**src/rtl/stream_packer_if.sv**
```systemverilog
// Handshake bundle for stream_packer.
// Input side: i_in/i_prec/i_valid/i_flush with o_ready back-pressure.
// Output side: o_out/o_valid/o_last/o_flush_done with i_ready back-pressure.
// The master modport belongs to the environment that feeds data and drains rows.
// The slave modport belongs to the packer.
interface stream_packer_if #(
  parameter int BIT_WIDTH = 16,
  parameter int PREC_BITS = 5
);
  logic [BIT_WIDTH-1:0] i_in;
  logic [PREC_BITS-1:0] i_prec;
  logic                 i_valid;
  logic                 o_ready;
  logic                 i_flush;
  logic [BIT_WIDTH-1:0] o_out;
  logic                 o_valid;
  logic                 i_ready;
  logic                 o_last;
  logic                 o_flush_done;

  modport master (
    output i_in, i_prec, i_valid, i_flush, i_ready,
    input  o_ready, o_out, o_valid, o_last, o_flush_done
  );

  modport slave (
    input  i_in, i_prec, i_valid, i_flush, i_ready,
    output o_ready, o_out, o_valid, o_last, o_flush_done
  );
endinterface

```
**src/rtl/stream_packer.sv**
```systemverilog
// stream_packer: packs variable-precision values LSB-first into BIT_WIDTH-bit rows.
// Each accepted value contributes its low p bits directly after the previous value.
// i_flush closes the current partial row, emitting it zero-padded with o_last set.
// The flush then ends with a one-cycle o_flush_done pulse.
// Optional feature: define STREAM_PACKER_WORD_CNT_EN to add the o_word_cnt row counter.
module stream_packer #(
  parameter int BIT_WIDTH = 16,
  parameter int PREC_BITS = 5,
  parameter int CNT_BITS  = 16
) (
  input  logic                clk,
  input  logic                rst,
  stream_packer_if.slave      bus
`ifdef STREAM_PACKER_WORD_CNT_EN
  ,
  output logic [CNT_BITS-1:0] o_word_cnt
`endif
);

  localparam int RW = 2 * BIT_WIDTH;
  localparam int FW = $clog2(RW);

  typedef enum logic [0:0] {
    PACK  = 1'b0,
    FLUSH = 1'b1
  } state_t;

  state_t          state;
  state_t          state_next;
  logic [RW-1:0]   r;
  logic [RW-1:0]   r_next;
  logic [FW-1:0]   f;
  logic [FW-1:0]   f_next;
  logic [PREC_BITS-1:0] p_eff;
  logic [RW-1:0]   in_wide;
  logic            full;
  logic            partial;
  logic            valid_c;
  logic            ready_c;
  logic            last_c;
  logic            done_c;
  logic            push;
  logic            pop;

  // Keep only the low p bits of d, zero-extended to the packing register width.
  function automatic logic [RW-1:0] mask_value(input logic [BIT_WIDTH-1:0] d,
                                               input logic [PREC_BITS-1:0] p);
    logic [RW-1:0] m;
    m = {RW{1'b0}};
    for (int i = 0; i < BIT_WIDTH; i++) begin
      if (i < int'(p)) begin
        m[i] = d[i];
      end else begin
        m[i] = 1'b0;
      end
    end
    return m;
  endfunction

  // Resolve the effective precision (0 or oversize means full width) and mask the input.
  always_comb begin
    p_eff = bus.i_prec;
    if ((bus.i_prec == {PREC_BITS{1'b0}}) || (bus.i_prec > PREC_BITS'(BIT_WIDTH))) begin
      p_eff = PREC_BITS'(BIT_WIDTH);
    end else begin
      p_eff = bus.i_prec;
    end
    in_wide = mask_value(bus.i_in, p_eff);
  end

  // Next-state, packing datapath and handshake decode.
  always_comb begin
    state_next = state;
    r_next     = r;
    f_next     = f;
    valid_c    = 1'b0;
    ready_c    = 1'b0;
    last_c     = 1'b0;
    done_c     = 1'b0;
    push       = 1'b0;
    pop        = 1'b0;
    full       = (f >= FW'(BIT_WIDTH));
    partial    = (f != {FW{1'b0}}) && !full;
    case (state)
      PACK: begin
        valid_c = full;
        // A full row leaving this cycle frees room for the incoming value.
        ready_c = !full || bus.i_ready;
        push    = bus.i_valid && ready_c;
        pop     = valid_c && bus.i_ready;
        if (push && pop) begin
          r_next = (r >> BIT_WIDTH) | (in_wide << (f - FW'(BIT_WIDTH)));
          f_next = f - FW'(BIT_WIDTH) + FW'(p_eff);
        end else if (push) begin
          r_next = r | (in_wide << f);
          f_next = f + FW'(p_eff);
        end else if (pop) begin
          r_next = r >> BIT_WIDTH;
          f_next = f - FW'(BIT_WIDTH);
        end else begin
          r_next = r;
          f_next = f;
        end
        if (bus.i_flush && ready_c) begin
          state_next = FLUSH;
        end else begin
          state_next = PACK;
        end
      end
      FLUSH: begin
        ready_c = 1'b0;
        if (full) begin
          valid_c = 1'b1;
          last_c  = (f == FW'(BIT_WIDTH));
          pop     = bus.i_ready;
          if (pop) begin
            r_next = r >> BIT_WIDTH;
            f_next = f - FW'(BIT_WIDTH);
          end else begin
            r_next = r;
            f_next = f;
          end
        end else if (partial) begin
          // Bits above f are already zero, so the low half is the padded row.
          valid_c = 1'b1;
          last_c  = 1'b1;
          pop     = bus.i_ready;
          if (pop) begin
            r_next = {RW{1'b0}};
            f_next = {FW{1'b0}};
          end else begin
            r_next = r;
            f_next = f;
          end
        end else begin
          done_c     = 1'b1;
          state_next = PACK;
        end
      end
      default: begin
        state_next = PACK;
        r_next     = {RW{1'b0}};
        f_next     = {FW{1'b0}};
      end
    endcase
  end

  // State, packing register and fill count; rst discards everything.
  always_ff @(posedge clk) begin
    if (rst) begin
      state <= PACK;
      r     <= {RW{1'b0}};
      f     <= {FW{1'b0}};
    end else begin
      state <= state_next;
      r     <= r_next;
      f     <= f_next;
    end
  end

`ifdef STREAM_PACKER_WORD_CNT_EN
  // Count emitted rows; wraps naturally at 2^CNT_BITS.
  always_ff @(posedge clk) begin
    if (rst) begin
      o_word_cnt <= {CNT_BITS{1'b0}};
    end else if (pop) begin
      o_word_cnt <= o_word_cnt + {{(CNT_BITS-1){1'b0}}, 1'b1};
    end else begin
      o_word_cnt <= o_word_cnt;
    end
  end
`endif

  assign bus.o_out        = r[BIT_WIDTH-1:0];
  assign bus.o_valid      = valid_c;
  assign bus.o_ready      = ready_c;
  assign bus.o_last       = last_c;
  assign bus.o_flush_done = done_c;

endmodule
```
**src/flat_wrapper.sv**
```systemverilog
// flat-port wrapper written by rule: the top's interface ports become plain ports
module stream_packer_flat 
#(
  parameter int BIT_WIDTH = 16,
  parameter int PREC_BITS = 5,
  parameter int CNT_BITS  = 16
)
  (clk, rst, bus_i_in, bus_i_prec, bus_i_valid, bus_i_flush, bus_i_ready, bus_o_ready, bus_o_out, bus_o_valid, bus_o_last, bus_o_flush_done);
  stream_packer_if #(.BIT_WIDTH(BIT_WIDTH), .PREC_BITS(PREC_BITS)) bus_i ();
  input  logic clk;
  input  logic rst;
  input wire logic [$bits(bus_i.i_in)-1:0] bus_i_in;
  input wire logic [$bits(bus_i.i_prec)-1:0] bus_i_prec;
  input wire logic [$bits(bus_i.i_valid)-1:0] bus_i_valid;
  input wire logic [$bits(bus_i.i_flush)-1:0] bus_i_flush;
  input wire logic [$bits(bus_i.i_ready)-1:0] bus_i_ready;
  output wire logic [$bits(bus_i.o_ready)-1:0] bus_o_ready;
  output wire logic [$bits(bus_i.o_out)-1:0] bus_o_out;
  output wire logic [$bits(bus_i.o_valid)-1:0] bus_o_valid;
  output wire logic [$bits(bus_i.o_last)-1:0] bus_o_last;
  output wire logic [$bits(bus_i.o_flush_done)-1:0] bus_o_flush_done;
  assign bus_i.i_in = bus_i_in;
  assign bus_i.i_prec = bus_i_prec;
  assign bus_i.i_valid = bus_i_valid;
  assign bus_i.i_flush = bus_i_flush;
  assign bus_i.i_ready = bus_i_ready;
  assign bus_o_ready = bus_i.o_ready;
  assign bus_o_out = bus_i.o_out;
  assign bus_o_valid = bus_i.o_valid;
  assign bus_o_last = bus_i.o_last;
  assign bus_o_flush_done = bus_i.o_flush_done;
  stream_packer #(.BIT_WIDTH(BIT_WIDTH), .PREC_BITS(PREC_BITS), .CNT_BITS(CNT_BITS)) u_core (.clk(clk), .rst(rst), .bus(bus_i));
endmodule
```
**config.mk**
```make
export PLATFORM = sky130hd
export DESIGN_NAME = stream_packer_flat
export DESIGN_NICKNAME = d
export VERILOG_FILES = /design/src/rtl/stream_packer_if.sv /design/src/rtl/stream_packer.sv /design/src/flat_wrapper.sv
export SDC_FILE = /design/constraint.sdc
export NUM_CORES = 1
export LEC_CHECK = 0
export CAP_MARGIN = 20
export CORE_MARGIN = 8
export CORE_UTILIZATION = 23
export CTS_CLUSTER_SIZE = 16
export DETAILED_ROUTE_END_ITERATION = 8
export GPL_ROUTABILITY_DRIVEN = 0
export PLACE_DENSITY = 0.49
export REMOVE_ABC_BUFFERS = 1
export SYNTH_ARGS = -nofsm -noshare
export SYNTH_HDL_FRONTEND = slang
export SYNTH_SLANG_ARGS = --single-unit
export TNS_END_PERCENT = 30
```
**constraint.sdc**
```tcl
create_clock -name clk -period 2.8 [get_ports clk]
set_input_delay 0.56 -clock clk [delete_from_list [all_inputs] [get_ports clk]]
set_output_delay 0.56 -clock clk [all_outputs]
set_load 0.1 [all_outputs]
```
==> metrics.sh, run 1 <==
PLACE_INST=788
ANT_NETS=0
GRT_START_MAX_NET_PINS=32
CTS_SINKS=38
SYNTH_SEQ_AREA_SHARE_PCT=20.9
NUM_IO_PINS=46
PATH_CLK_SLEW_NS=0.06
DRT-VIAS-PER-INSTANCE=5.36
MAX_CLOCK_FREQ_MHz=354
HOLD_VIOLATIONS=0
VIAS=4299
FLOORPLAN.DIE.HEIGHT_UM=142
DRT_FIRST_ITER_VIOLATIONS=443
YS.WARNINGS.COUNT=0
GRT_PASS1_VIAS=4244
FLOORPLAN.INITIALDENSITY_PCT=23.2
CTSHTREEMAXLEVEL=2
CP_NUM_BUF_INV=3
NUMBER_OF_ANTENNA_VIOLATIONS_AT_THE_FIRST_CHECK_IN_GLOBAL_ROUTING=0
TIMING.CLOCK.SKEW_NS=0.00625
GLOBALROUTEOVERFLOWTOTAL=0
INSERTION_DELAY_NS=0.29
WIRELENGTH_UM=14400
CRITICAL-PATH-SLOWEST-CELL='sky130_fd_sc_hd__or4_1'
FINALCRITICALPERIOD_NS=2.82
LAYOUT.CELLS.NON_FILLER=802
PLACEDINSTANCEAREA_UM2=4600
FILLER_INSTANCES=1668
OUTCOME='finished with violations'
DRIVE_GT1_SHARE_PCT=26.6
CRIT_PATH_MAX_FANOUT=7
CRIT_TYPE='input port to flop'
SLEW_VIOL_FINAL=0
DRT-PASS1-ITER-COUNT=5
WORST_SLACK_ON_HOLD_PATHS_NS=0.461
SYNTH_ENABLE_FLOP_CELLS=0
FINALNETCOUNT=618
HOLD_CRIT_CLASS='flop to flop'
PERIOD_SHARE_PCT=101
GRT_UTIL_ALL_LAYERS_PCT=14.3
MOST_AREA_HUNGRY_CELL_TYPE_IN_THE_YOSYS_NETLIST='sky130_fd_sc_hd__dfxtp_1'
WIRE_PER_INST_UM=17.9
GRT_FIRST_PASS_WIRELENGTH_UM=23100
FINAL_CELL_AREA_UM2=4960
CTSHOLDBUFFERS=0
LEAKAGE_DISSIPATION_nW=1.90
WORST_PIN_SLEW_NS=0.471
SYNTHCELLS=512
STD_CELL_ROWS=46
CORE_REGION_AREA_UM2=15700
CRITICAL_PATH_REQUIRED_NS=3.00
CRITPATHCAPTURETYPE='flop'
YS_TYPES=75
CELLPOWERDENSITY_nW_PER_UM2=512
SYNTH_TOP_CELL_AREA_SHARE_PCT=20.9
PATH_CELLS='buf_6, nor4_4, inv_2, ha_4, buf_6, nand3b_1, a21oi_2, a31oi_4, o21ai_2, mux2i_1, or4_1, a211oi_2'
POST-ROUTE-DRC-COUNT=0
CRIT_PATH_MAX_INCR_DELAY_NS=0.51
TOTAL_POWER_AFTER_LAYOUT_mW=2.54
CELL_FAMILY_WITH_THE_LARGEST_SHARE_OF_CRITICAL_PATH_DELAY='simple AND/OR/NAND/NOR gates'
SYNTHESIS.AREA_UM2=3650
VDD_DROP_MAX_uV=237
CTS-ROOT-BUF='sky130_fd_sc_hd__clkbuf_16'
CLOCK_TREE_FROM_TRITONCTS='built'
PLACEMENT.SETUP.WORST_SLACK_NS=-0.840
FAILED_CHECKS='setup timing'
LONGEST_CLK_PATH_BUFS=2
SYNTH-ASYNC-RESET-RATIO_PCT=0
DP_HPWL_UM=11000
TIMING.CRITICAL_PATH.MODE_CELL='sky130_fd_sc_hd__buf_6'
POST_SYNTH_MAIN_AREA_CONTRIBUTORS='sky130_fd_sc_hd__dfxtp_1 (21%), sky130_fd_sc_hd__nor2_1 (6.1%), sky130_fd_sc_hd__nand2_1 (5.9%), sky130_fd_sc_hd__a21oi_1 (5.4%), sky130_fd_sc_hd__buf_4 (4.7%)'
ANTENNA_DIODE_COUNT=0
FIN_WS_NS=-0.0228
CRIT_PATH_START_KIND='input port'
CTS_INSERTED_BUFFERS=5
YS_SEQ_ELEMENTS=38
NUMBER_OF_MAX_CAP_VIOLATIONS=0
SLEW_HEADROOM_PCT=68.6
CHIPWIDTH_UM=142
FINALSETUPVIOLATIONS=1
IO_BUFFERS=45
SYN2LAYOUT_AREA_GROWTH_PCT=35.9
SYNTH.AVG_CELL_AREA_UM2=7.12
CP_DATA_ARRIVAL_TIME_NS=3.02
GRT_SETUP_UNREPAIRED='true'
DIE_AREA_UM2=20100
DOMINANT_SYNTHESIZED_FLOP_CELL='sky130_fd_sc_hd__dfxtp_1'
-- layer usage --
| metal | vias up | wire [um] | part of all wire (%) | global-route usage (%) |
|---|---|---|---|---|
| met5 | - | 0 | 0 | 0 |
| li1 | 2033 | - | - | - |
| met2 | 161 | 6840 | 48 | 23.8 |
| met3 | 29 | 917 | 6.4 | 2.39 |
| met1 | 2076 | 6260 | 44 | 18.6 |
| met4 | 0 | 333 | 2.3 | 3.90 |
-- cells by family after synthesis --
family,Yosys count,synth area share [%]
flip-flops,38,20.9
buffers and inverters,74,10.8
multiplexers,16,4.87
AND/OR/NAND/NOR,195,25.6
AO/OA/AOI/OAI,180,35.0
XOR/XNOR,2,0.480
adder cells (fa/ha/maj),7,2.40
-- metrics by stage --
| step | TNS, ns | utilization, % |
|---|---|---|
| 2_1_floorplan | -2.92 | - |
| 3_3_place_gp | -19.83 | 29.3 |
| 3_5_place_dp | -22.19 | 29.3 |
| 4_1_cts | 0 | 30.8 |
| 5_1_grt | -0.270 | 31.5 |
| 6_report | -0.0228 | 31.5 |
-- state kept, by name, summed over array words and instances (netlist names) --
register	flops
u_core.state	1
u_core.f	5
u_core.r	32
-- final cells by class --
type	instances	area [um2]	area share, %
Clock inverter	2	37.5	0.757
Clock buffer	6	129	2.60
Multi-Input combinational cell	400	2630	53.1
Inverter	14	52.6	1.06
Sequential cell	38	761	15.3
Tap cell	216	270	5.45
Timing Repair Buffer	126	1070	21.7
-- worst reg2reg max path, stage by stage, from the launching register on --
cell	delay, ns
sky130_fd_sc_hd__dfxtp_1	0.32
sky130_fd_sc_hd__nor4_2	0.37
sky130_fd_sc_hd__inv_1	0.08
sky130_fd_sc_hd__ha_1	0.20
sky130_fd_sc_hd__a21oi_1	0.17
sky130_fd_sc_hd__o221ai_1	0.23
sky130_fd_sc_hd__buf_4	0.27
sky130_fd_sc_hd__nor2_1	0.16
sky130_fd_sc_hd__nor2_1	0.08
sky130_fd_sc_hd__buf_4	0.16
sky130_fd_sc_hd__nand2_1	0.06
sky130_fd_sc_hd__o21ai_0	0.08
sky130_fd_sc_hd__a31o_2	0.22
-- path summary, 6_finish.rpt --
path	startpoint	endpoint	slack, ns	cells after the start
worst max-delay path	bus_i_prec[0]	u_core.r[13]	-0.02	12
worst min-delay path	u_core.r[31]	u_core.r[31]	0.46	1
worst max register to register	u_core.f[3]	u_core.r[16]	0.29	12
worst min register to register	u_core.r[31]	u_core.r[31]	0.46	1
-- cells in the mapped netlist (all sizes together), types with 4 or more instances --
master   instances
nor2b           10
a2111oi          4
nor4             4
buf             44
o21ai           23
a2bb2oi          4
a31oi           15
nand3           16
mux2             4
ha               7
mux2i           12
o22ai           11
nand2           57
a22oi            5
o211ai           6
o221ai           6
a21oi           39
a311oi           8
a32oi            6
a211oi          10
nor2            60
o21bai           4
clkbuf          16
o31ai            5
nand2b           9
and2             4
or3              4
inv             12
a221oi           4
nor3            16
dfxtp           38
-- what timing repair did --
| action | in CTS | in global routing |
|---|---|---|
| endpoints found under the setup margin | 33 | 24 |
| buffers inserted | 4 | 3 |
| gates resized for setup | 27 | 30 |
| pin swaps | 11 | 17 |
-- report_power, final --
part	total [mW]	leakage (nW)	internal (mW)	switching (mW)
Sequential	0.623	0.309	0.583	0.0401
Combinational	1.26	1.51	0.458	0.807
Clock	0.649	0.0771	0.421	0.229
-- placed cells by master, fill, tap and decap left out, types with 8 or more instances in the layout --
cell type,n
sky130_fd_sc_hd__nor3_1,15
sky130_fd_sc_hd__inv_1,10
sky130_fd_sc_hd__a21oi_1,36
sky130_fd_sc_hd__buf_4,94
sky130_fd_sc_hd__nor2b_1,10
sky130_fd_sc_hd__o21ai_0,12
sky130_fd_sc_hd__o22ai_1,11
sky130_fd_sc_hd__nand2_1,55
sky130_fd_sc_hd__nor2_1,59
sky130_fd_sc_hd__nand2b_1,8
sky130_fd_sc_hd__o21ai_1,9
sky130_fd_sc_hd__clkdlybuf4s50_1,20
sky130_fd_sc_hd__nand3_1,16
sky130_fd_sc_hd__dfxtp_1,38
sky130_fd_sc_hd__mux2i_1,9
sky130_fd_sc_hd__a31oi_1,12
Note: power is estimated with default switching activity, not from simulation.
==> inputs of run 2 (changes only) <==
HOLD_SLACK_MARGIN = 0.15   (was unset)
==> results of run 2 <==
No change in the layout: final DEF, timing and power equal those of run 1.
==> inputs of run 3 (changes only) <==
CORE_UTILIZATION = 39   (was 23)
PLACE_DENSITY = 0.7   (was 0.49)
==> metrics.sh, run 3 (same netlist as run 1, synthesis figures left out) <==
OUTCOME='finished with violations'
FAILED_CHECKS='setup timing'
TOTAL_MET2_WIRELENGTH_AFTER_DETAILED_ROUTING_UM=6490
GRT_PASS1_VIAS=4257
WORST_SETUP_PATH_STARTPOINT='bus_i_prec[1]'
CELLPOWERDENSITY_nW_PER_UM2=515
INSERTION_DELAY_NS=0.30
CTSHOLDBUFFERS=0
GLOBALROUTEOVERFLOWTOTAL=0
CP_NUM_BUF_INV=5
FINALSETUPVIOLATIONS=3
NUM_IO_PINS=46
CRIT_TYPE='input port to flop'
MAX_CLOCK_FREQ_MHz=351
NUMBER_OF_ANTENNA_VIOLATIONS_AT_THE_FIRST_CHECK_IN_GLOBAL_ROUTING=0
WORST_PIN_SLEW_NS=0.510
ROUTE.MET3.WL_UM=1550
MAX_FLOP_REGISTER='u_core.r'
CRIT_PATH_MAX_FANOUT=5
R2R_SLACK_NS=0.24
LONGEST_CLK_PATH_BUFS=2
FIN_WS_NS=-0.0526
ROUTEDLENGTHMET1_UM=5170
CRIT_PATH_MAX_INCR_DELAY_NS=0.31
GRT_START_MAX_NET_PINS=38
DRIVE_GT1_SHARE_PCT=28.3
TIMING.CRITICAL_PATH.TO='u_core.r[7]'
CRITICAL-PATH-SLOWEST-CELL='sky130_fd_sc_hd__o211ai_1'
REGTOREGENDPOINT='u_core.r[10]'
FLOORPLAN.DIE.HEIGHT_UM=113
FINALCRITICALPERIOD_NS=2.85
HOLD_CRIT_CLASS='flop to flop'
LARGEST_REG_FLOPS=32
VDD_DROP_MAX_uV=223
GRT_SETUP_UNREPAIRED='true'
CTS_INSERTED_BUFFERS=5
PLACEDINSTANCEAREA_UM2=4390
FLOORPLAN.INITIALDENSITY_PCT=39.8
SLEW_VIOL_FINAL=0
LEAKAGE_DISSIPATION_nW=1.91
CP_DATA_ARRIVAL_TIME_NS=3.11
SYN2LAYOUT_AREA_GROWTH_PCT=32.2
LAYOUT.CELLS.MOST_COMMON='sky130_fd_sc_hd__buf_4'
CRIT_PATH_START_KIND='input port'
WIRE_PER_INST_UM=19.9
DRT_FIRST_ITER_VIOLATIONS=571
COMB_POWER_SHARE_PCT=51.1
HOLD_VIOLATIONS=0
DRT-PASS1-ITER-COUNT=6
SWITCHING_SHARE_PCT=44.0
CTSHTREEMAXLEVEL=2
TOTAL_POWER_AFTER_LAYOUT_mW=2.48
CHIPWIDTH_UM=113
SLEW_HEADROOM_PCT=65.9
CLOCK_TREE_FROM_TRITONCTS='built'
WORST-PATH-STAGES=14
FINALNETCOUNT=618
TOP_REGS='u_core.r x32, u_core.f x5, u_core.state x1'
WORST_R2R_PATH_DEPTH=11
ANT_NETS=0
PLACEMENT.SETUP.WORST_SLACK_NS=-0.779
FINAL_CELL_AREA_UM2=4820
CRITICAL_PATH_REQUIRED_NS=3.05
PERIOD_SHARE_PCT=102
IO_BUFFERS=45
TNS_NS=-0.117
CTS_SINKS=38
DRT-VIAS-PER-INSTANCE=6.44
WIRELENGTH_UM=13900
TOP_LAYER='met4'
DP_HPWL_UM=9680
CORE_REGION_AREA_UM2=9150
POST-ROUTE-DRC-COUNT=0
PATH_CELLS='buf_4, nor4_4, inv_2, ha_4, buf_6, buf_6, nand2b_4, o211ai_1, buf_4, a311oi_1, o21bai_2, mux2_4, a21oi_2, o21a_1'
CRITPATHCAPTURETYPE='flop'
ANTENNA_DIODE_COUNT=0
POSTLAYOUTCOREUTIL_PCT=52.7
FILLER_INSTANCES=830
GRT_FIRST_PASS_WIRELENGTH_UM=21600
VIAS=4487
P_INT_mW=1.39
MOST_FREQUENT_CELLS_IN_THE_LAYOUT='sky130_fd_sc_hd__buf_4 (95), sky130_fd_sc_hd__nor2_1 (59), sky130_fd_sc_hd__nand2_1 (57), sky130_fd_sc_hd__dfxtp_1 (38), sky130_fd_sc_hd__a21oi_1 (35)'
SEQPWRFRAC_PCT=25.0
TIMING.CLOCK.SKEW_NS=0.0105
CTS-ROOT-BUF='sky130_fd_sc_hd__clkbuf_8'
NUMBER_OF_MAX_CAP_VIOLATIONS=0
CLOCK_POWER_SHARE_PCT=23.9
DIE_AREA_UM2=12700
PATH_CLK_SLEW_NS=0.10
SWITCHING_POWER_mW=1.09
TIMING.RR.START='u_core.f[3]'
CELL_FAMILY_WITH_THE_LARGEST_SHARE_OF_CRITICAL_PATH_DELAY='compound AO/OA/AOI/OAI gates'
GRT_UTIL_ALL_LAYERS_PCT=20.5
STD_CELL_ROWS=35
run 3: cell types whose count changed in the layout (fill, tap and decap cells not counted), sizes merged:
cell,delta
bufinv,+1
clkbuf,-1
clkinv,+1
clkinvlp,-1
run 3: power by group through the flow:
stage	combinational, mW	sequential [mW]	clock (mW)
after floorplan	0.503	0.868	0
after global placement	1.15	0.630	0
after detailed placement	1.16	0.631	0
after CTS	1.20	0.620	0.591
after global routing	1.34	0.626	0.611
final	1.27	0.621	0.593
run 3: metrics by stage:
stage | hold WS, ns | instances
after floorplan | 0.431 | 452
after global placement | 0.451 | 674
after detailed placement | 0.450 | 674
after CTS | 0.472 | 692
after global routing | 0.481 | 697
final | 0.477 | 697
run 3: final cells by class:
| type | count | area (um2) | area share [%] |
|---|---|---|---|
| clock buffers | 5 | 68.8 | 1.43 |
| clock inverters | 3 | 68.8 | 1.43 |
| inverters | 14 | 52.6 | 1.09 |
| multi-input cells | 400 | 2680 | 55.5 |
| flip-flops and latches | 38 | 761 | 15.8 |
| well taps | 111 | 139 | 2.88 |
| repair buffers | 126 | 1050 | 21.9 |
run 3: routing by layer:
metal	vias to the layer above	GRT usage, %
met2	311	33.8
met4	0	10.6
met3	67	4.10
met5	-	0
li1	2038	-
met1	2071	24.6
run 3: worst min-delay path by stage:
stage	start	end	slack (ns)	cells after the start
2_1_floorplan	u_core.r[31]	u_core.r[31]	0.43	1
3_3_place_gp	u_core.r[31]	u_core.r[31]	0.45	1
3_5_place_dp	u_core.r[31]	u_core.r[31]	0.45	1
4_1_cts	u_core.r[31]	u_core.r[31]	0.47	1
5_1_grt	u_core.r[31]	u_core.r[31]	0.48	1
6_report	u_core.r[31]	u_core.r[31]	0.48	1
run 3: what timing repair did:
item	in CTS	in global routing
gates resized for setup	34	28
cloned	0	0
pin swaps	22	11
buffers inserted	10	5
setup endpoints to repair	31	24
run 3: worst register-to-register path: stages (launching register included):
cell                       delay (ns)
sky130_fd_sc_hd__dfxtp_1         0.33
sky130_fd_sc_hd__nor4_2          0.34
sky130_fd_sc_hd__inv_1           0.08
sky130_fd_sc_hd__ha_1            0.20
sky130_fd_sc_hd__a21oi_1         0.25
sky130_fd_sc_hd__o221ai_2        0.21
sky130_fd_sc_hd__buf_4           0.22
sky130_fd_sc_hd__nor2_1          0.20
sky130_fd_sc_hd__nand2_1         0.17
sky130_fd_sc_hd__nor2_1          0.14
sky130_fd_sc_hd__o221ai_1        0.12
sky130_fd_sc_hd__a22o_1          0.20
